## src/rtl/decode_hazard_controller_pkg.sv

```systemverilog
// Shared types for the decode hazard controller: register index, FSM state
// and PC-mux redirect source.
package decode_hazard_controller_pkg;

  typedef logic [4:0] register_t;

  typedef enum logic {
    RUN   = 1'b0,
    FLUSH = 1'b1
  } hazard_state_e;

  typedef enum logic {
    REDIRECT_DECODE  = 1'b0,
    REDIRECT_EXECUTE = 1'b1
  } redirect_select_e;

endpackage

```

## src/rtl/decode_hazard_controller_scoreboard.sv

```systemverilog
// In-flight write scoreboard: one saturating up/down counter per register
// (x0 untracked), two source lookups with retire bypass and a full flag for rd.
module decode_hazard_controller_scoreboard
  import decode_hazard_controller_pkg::*;
#(
  parameter int MAX_IN_FLIGHT = 4
) (
  input  logic      clk,
  input  logic      rst,
  input  logic      issue_write,
  input  register_t issue_rd,
  input  logic      retire_valid,
  input  register_t retire_rd,
  input  register_t rs1_addr,
  input  register_t rs2_addr,
  input  register_t rd_addr,
  output logic      rs1_busy,
  output logic      rs2_busy,
  output logic      rd_full
);

  localparam int CW = $clog2(MAX_IN_FLIGHT + 1);

  logic [CW-1:0] pending [32];
  logic [31:0]   inc_mask;
  logic [31:0]   dec_mask;
  logic          rs1_retiring;
  logic          rs2_retiring;

  always_comb begin
    inc_mask = '0;
    dec_mask = '0;
    if (issue_write && issue_rd != '0) inc_mask[issue_rd] = 1'b1;
    if (retire_valid && retire_rd != '0) dec_mask[retire_rd] = 1'b1;
  end

  // A retire in the same cycle lands in the register file first, so it
  // already counts against the lookup.
  assign rs1_retiring = retire_valid && (retire_rd == rs1_addr);
  assign rs2_retiring = retire_valid && (retire_rd == rs2_addr);
  assign rs1_busy = (rs1_addr != '0) && (pending[rs1_addr] > CW'(rs1_retiring));
  assign rs2_busy = (rs2_addr != '0) && (pending[rs2_addr] > CW'(rs2_retiring));
  assign rd_full  = (rd_addr != '0) && (pending[rd_addr] == CW'(MAX_IN_FLIGHT));

  always_ff @(posedge clk or posedge rst) begin
    if (rst) begin
      for (int r = 0; r < 32; r++) pending[r] <= '0;
    end else begin
      for (int r = 1; r < 32; r++) begin
        if (inc_mask[r] && !dec_mask[r])
          pending[r] <= pending[r] + CW'(1);
        else if (dec_mask[r] && !inc_mask[r] && pending[r] != '0)
          pending[r] <= pending[r] - CW'(1);
      end
    end
  end

  retire_underflow: assert property (@(posedge clk) disable iff (rst)
    (retire_valid && retire_rd != '0) |-> (pending[retire_rd] != '0));

endmodule

```

## src/rtl/decode_hazard_controller.sv

```systemverilog
// Decode-stage sequencer: RAW/scoreboard hold, issue, early and late
// redirects with a flush window, and a stall-cycle counter.
module decode_hazard_controller
  import decode_hazard_controller_pkg::*;
#(
  parameter int MAX_IN_FLIGHT    = 4,
  parameter int REDIRECT_BUBBLES = 1
) (
  input  logic        clk_i,
  input  logic        rst_i,
  input  logic        decode_valid_i,
  input  register_t   rs1_address_i,
  input  logic        rs1_used_i,
  input  register_t   rs2_address_i,
  input  logic        rs2_used_i,
  input  register_t   rd_address_i,
  input  logic        write_enable_i,
  input  logic        jump_target_valid_i,
  input  logic        execute_ready_i,
  input  logic        redirect_i,
  input  logic        retire_valid_i,
  input  register_t   retire_rd_i,
  output logic        issue_o,
  output logic        fetch_stall_o,
  output logic        decode_flush_o,
  output logic        fetch_redirect_o,
  output logic        redirect_select_o,
  output logic        hazard_o,
  output logic [31:0] stall_count_o
);

  localparam int BW = (REDIRECT_BUBBLES > 1) ? $clog2(REDIRECT_BUBBLES) : 1;

  hazard_state_e    state;
  logic [BW-1:0]    bubble_count;
  redirect_select_e sel;
  logic rs1_busy, rs2_busy, rd_full;
  logic hazard, run, issue, early_jump, stall;

  decode_hazard_controller_scoreboard #(.MAX_IN_FLIGHT(MAX_IN_FLIGHT)) u_scoreboard (
    .clk          (clk_i),
    .rst          (rst_i),
    .issue_write  (issue && write_enable_i),
    .issue_rd     (rd_address_i),
    .retire_valid (retire_valid_i),
    .retire_rd    (retire_rd_i),
    .rs1_addr     (rs1_address_i),
    .rs2_addr     (rs2_address_i),
    .rd_addr      (rd_address_i),
    .rs1_busy     (rs1_busy),
    .rs2_busy     (rs2_busy),
    .rd_full      (rd_full)
  );

  assign hazard = decode_valid_i && ((rs1_used_i && rs1_busy) ||
                                     (rs2_used_i && rs2_busy) ||
                                     (write_enable_i && rd_full));

  assign run        = (state == RUN);
  assign issue      = run && decode_valid_i && !hazard && execute_ready_i && !redirect_i;
  assign early_jump = issue && jump_target_valid_i;
  assign stall      = run && decode_valid_i && !issue && !redirect_i;
  assign sel        = redirect_i ? REDIRECT_EXECUTE : REDIRECT_DECODE;

  // Everything is forced low during reset, including the combinational paths.
  assign issue_o           = !rst_i && issue;
  assign fetch_stall_o     = !rst_i && stall;
  assign decode_flush_o    = !rst_i && (redirect_i || !run);
  assign fetch_redirect_o  = !rst_i && (redirect_i || early_jump);
  assign redirect_select_o = !rst_i && (sel == REDIRECT_EXECUTE);
  assign hazard_o          = !rst_i && hazard;

  always_ff @(posedge clk_i or posedge rst_i) begin
    if (rst_i) begin
      state         <= RUN;
      bubble_count  <= '0;
      stall_count_o <= '0;
    end else begin
      if (stall) stall_count_o <= stall_count_o + 32'd1;
      if (redirect_i || early_jump) begin
        state        <= FLUSH;
        bubble_count <= BW'(REDIRECT_BUBBLES - 1);
      end else if (state == FLUSH) begin
        if (bubble_count == '0) state <= RUN;
        else bubble_count <= bubble_count - BW'(1);
      end
    end
  end

endmodule

```

## config.mk

```make
export PLATFORM = sky130hd
export DESIGN_NAME = decode_hazard_controller
export DESIGN_NICKNAME = d
export VERILOG_FILES = /design/src/rtl/decode_hazard_controller_pkg.sv /design/src/rtl/decode_hazard_controller_scoreboard.sv /design/src/rtl/decode_hazard_controller.sv
export SDC_FILE = /design/constraint.sdc
export NUM_CORES = 1
export LEC_CHECK = 0
export CAP_MARGIN = 30
export CORE_MARGIN = 2
export CORE_UTILIZATION = 60
export DETAILED_ROUTE_END_ITERATION = 6
export PLACE_DENSITY = 0.8
export RECOVER_POWER = 100
export SETUP_SLACK_MARGIN = 0.3
export SLEW_MARGIN = 40
export SYNTH_ARGS = -nofsm -noshare
export SYNTH_HDL_FRONTEND = slang
export SYNTH_SLANG_ARGS = --single-unit
```

## constraint.sdc

```tcl
create_clock -name clk_i -period 10.55 [get_ports clk_i]
set_input_delay 2.11 -clock clk_i [delete_from_list [all_inputs] [get_ports clk_i]]
set_output_delay 2.11 -clock clk_i [all_outputs]
set_load 0.005 [all_outputs]
```

==> metrics.md <==
| Metric | Value |
|---|---|
| Crit path DAT | 7390 ps |
| Setup violators final | 0 |
| Post-CTS resize count | 0 |
| EDFF count, synth | 0 |
| Vias in the first global route | 10300 |
| DIE HEIGHT | 142 um |
| Crit-path leading delay family | buffers and inverters |
| Largest net degree at the start of global routing | 68 |
| Met1 usage | 44.9% |
| Critical path data required time | 8440 ps |
| Gate power share | 34.3% |
| Max-Cap Viols | 3 |
| Mean post-synth cell area | 9.15 um2 |
| Area grow syn2layout | 8.72% |
| Synth area leader | dfrtp_1 |
| Clock root buffer | clkbuf_16 |
| RSZ-0062 raised after global routing | false |
| Vias per inst | 6.94 |
| Leak pwr | 4.96 nW |
| Worst hold-check path type | reg2reg |
| Clock transition at path regs | 60 ps |
| Routed WL | 33.9 mm |
| Wire per inst | 21.9 um |
| Unique masters post-synth | 88 |
| Num CTS Buffers | 17 |
| Ys Warns | 3 |
| Latest clock arrival within the worst-skew pair | 440 ps |
| Switching power | 0.873 mW |
| Synthesized Nets | 1319 |
| Crit-path max FO | 23 |
| Slowest CP cell | dlygate4sd3_1 |
| Core Box Area | 18800 um2 |
| Worst hold slack | 459 ps |
| Commonest non-fill, non-tap cell in the layout | nand2_1 |
| Yosys reg bits | 126 |
| Max clock buf depth | 2 |
| Via total after detailed routing | 10700 |
| Total GRT Usage | 34.2% |
| Total negative slack | 0 ps |
| Final Hold Fails | 0 |
| # IOs | 68 |
| Layout cells sized above 1 | 10.2% |
| Standard-cell rows | 50 |
| Cells after Synth | 1255 |
| Placed cell count | 1514 |
| Die width | 142 um |
| Peak VDD IR | 0.129 mV |
| Post-route minimum period | 9500 ps |
| GRT overflow | 0 |
| DR pass1 iterations | 6 |
| First-pass GRT wire length | 54.1 mm |
| Full die area | 20300 um2 |
| Global route hottest layer | met2 |
| Internal Power | 1.27 mW |
| Post-CTS setup repair buffer count | 0 |
| Run status | complete, but fails checks |
| WS Path Type | in2out |
| Worst setup SP type | primary input |
| Clk sinks | 126 |
| I/O Buffers | 67 |
| Grt met3 use | 9.49% |
| Final worst slack | 1050 ps |
| Final core utilization | 66.5% |
| H-tree levels | 4 |
| Initial Util | 61.2% |
| Crit path cell chain | dlygate4sd3_1 -> clkbuf_1 -> nor4bb_1 -> nor4_1 -> a311oi_1 -> nand3_2 -> o21ai_0 -> nor4_1 -> a21o_1 -> and2_1 -> dlygate4sd3_1 |
| Sequential power share | 39.0% |
| Sequential element share of the synthesized area | 27.5% |
| DRC | 0 |
| Post-synth top area share | 27.5% |
| Sw Share | 40.7% |
| Worst Tran Pin Value | 3910 ps |
| Mapped Area | 11500 um2 |
| Initial DRC count | 1161 |
| Synth area leaders | dfrtp_1 (27%), mux2i_1 (6.6%), mux4_2 (5.7%) |
| Fillcell total | 1554 |
| Part of the power in the clock network | 26.7% |
| Worst slew margin | -161% |
| Non-filler cells, final | 1547 |
| Failing checks | max-capacitance violations, max-slew violations |
| FF+latch area | 3150 um2 |
| Skew final | 10.0 ps |
| Layout Nets | 1363 |
| Most frequent cells in the layout | nand2_1 (148), nor2_1 (135), dfrtp_1 (126), mux2i_1 (76), o21ai_0 (56) |
| Pwr/cell area | 172 nW/um2 |
| Worst slack at placement | 1310 ps |
| Primary FF master, synth | dfrtp_1 |
| Fin crit share | 90.1% |
| Post-synth ARST share | 100% |
| CP max stage delay | 1070 ps |
| CTS tree | yes |
| Max Fclk | 105 MHz |
| CP Buf/Inv Count | 3 |
| GR met2 Demand/Resource | 51.9% |
| Multi-input gate area | 7630 um2 |
| Routability-driven placement congestion ratio | 0.978 |
| Worst setup EP type | output pin |
| Routed Antenna Nets | 0 |
| Initial antenna violation count | 1 |
| Hpwl dp | 23.9 mm |
| Post-CTS Hold Buffers | 0 |
| Max-slew violation count | 141 |
[worst reg2reg max path: stages, from the launching register on]
cell,delay [ps]
dfrtp_1,540
mux4_2,530
mux4_2,450
mux2i_1,170
ha_1,190
o21ba_2,180
nand2_1,60
o32a_1,170
o311ai_1,450
o31ai_4,180
buf_4,340
nor4_1,1190
nand2_1,200
fa_1,510
or4_1,520
a21oi_1,170
a211o_1,110
[synthesized netlist by cell type (all sizes together), types with 6 or more instances]
cell type	count
nand2	148
xnor2	33
or3	22
and3b	6
xor2	34
mux2	32
inv	27
nor4b	15
o21bai	6
or2	12
o22ai	7
clkbuf	24
o211ai	21
nand3	34
nand2b	8
a31oi	12
mux2i	76
nor3	51
nand4	17
mux4	29
fa	31
dfrtp	126
nor2b	6
nor4	53
nor2	135
buf	32
a21o	8
a21oi	27
a311oi	6
o31ai	6
o21ai	56
and3	20
or4	19
and2	19
a211o	11
[metal layers]
layer,routed length [um],vias up
li1,-,4801
met1,13400,5150
met2,15100,610
met3,3510,172
met4,1920,0
met5,0,-
[cell type report]
class | count | share of cell area [%]
Tap cell | 234 | 2.34
Clock inverter | 14 | 1.00
Sequential cell | 126 | 25.3
Antenna cell | 1 | 0.0200
Timing Repair Buffer | 81 | 5.87
Multi-Input combinational cell | 1046 | 61.1
Clock buffer | 18 | 3.52
Inverter | 27 | 0.842
[metrics by stage]
stage / cell area (um2) / power, mW
floorplan: 11500 / 1.34
finish: 12500 / 2.15
CTS: 12800 / 2.15
global placement: 12300 / 1.53
detailed placement: 12300 / 1.57
global route: 12500 / 2.27
[power by group through the flow]
stage          logic, mW  registers, mW  clock network (mW)
2_1_floorplan      0.584          0.751                   0
3_3_place_gp       0.704          0.827                   0
3_5_place_dp       0.740          0.831                   0
4_1_cts            0.746          0.825               0.575
5_1_grt            0.816          0.854               0.599
6_report           0.735          0.836               0.574
[logic make-up (layout without fill, tap and decap cells)]
group	count (synthesis)	count (layout)	share of synthesized area (%)
AO/OA/AOI/OAI	220	220	13.7
XOR/XNOR	67	67	5.11
adder cells (fa/ha/maj)	34	34	5.73
buffers and inverters	83	140	3.45
flip-flops	126	126	27.5
multiplexers	137	137	15.4
other	0	1	0
AND/OR/NAND/NOR	588	588	29.1
[sequential cells by signal, indices dropped and copies added, names as in the netlist]
name / cells
u_scoreboard.pending: 93
stall_count_o: 32
state: 1
[final timing paths]
check                                              start                       end  cells after the start  slack [ps]
max in group asynchronous                          rst_i  u_scoreboard.pending[34]                      3        2870
worst min-delay path                   stall_count_o[31]         stall_count_o[31]                      1         460
worst min register to register         stall_count_o[31]         stall_count_o[31]                      1         460
min in group asynchronous                          rst_i          stall_count_o[3]                      2        3050
worst max-delay path                     rd_address_i[1]          fetch_redirect_o                     11        1050
worst max register to register  u_scoreboard.pending[72]  u_scoreboard.pending[17]                     16        4530
Note: power is estimated with default switching activity, not from simulation.
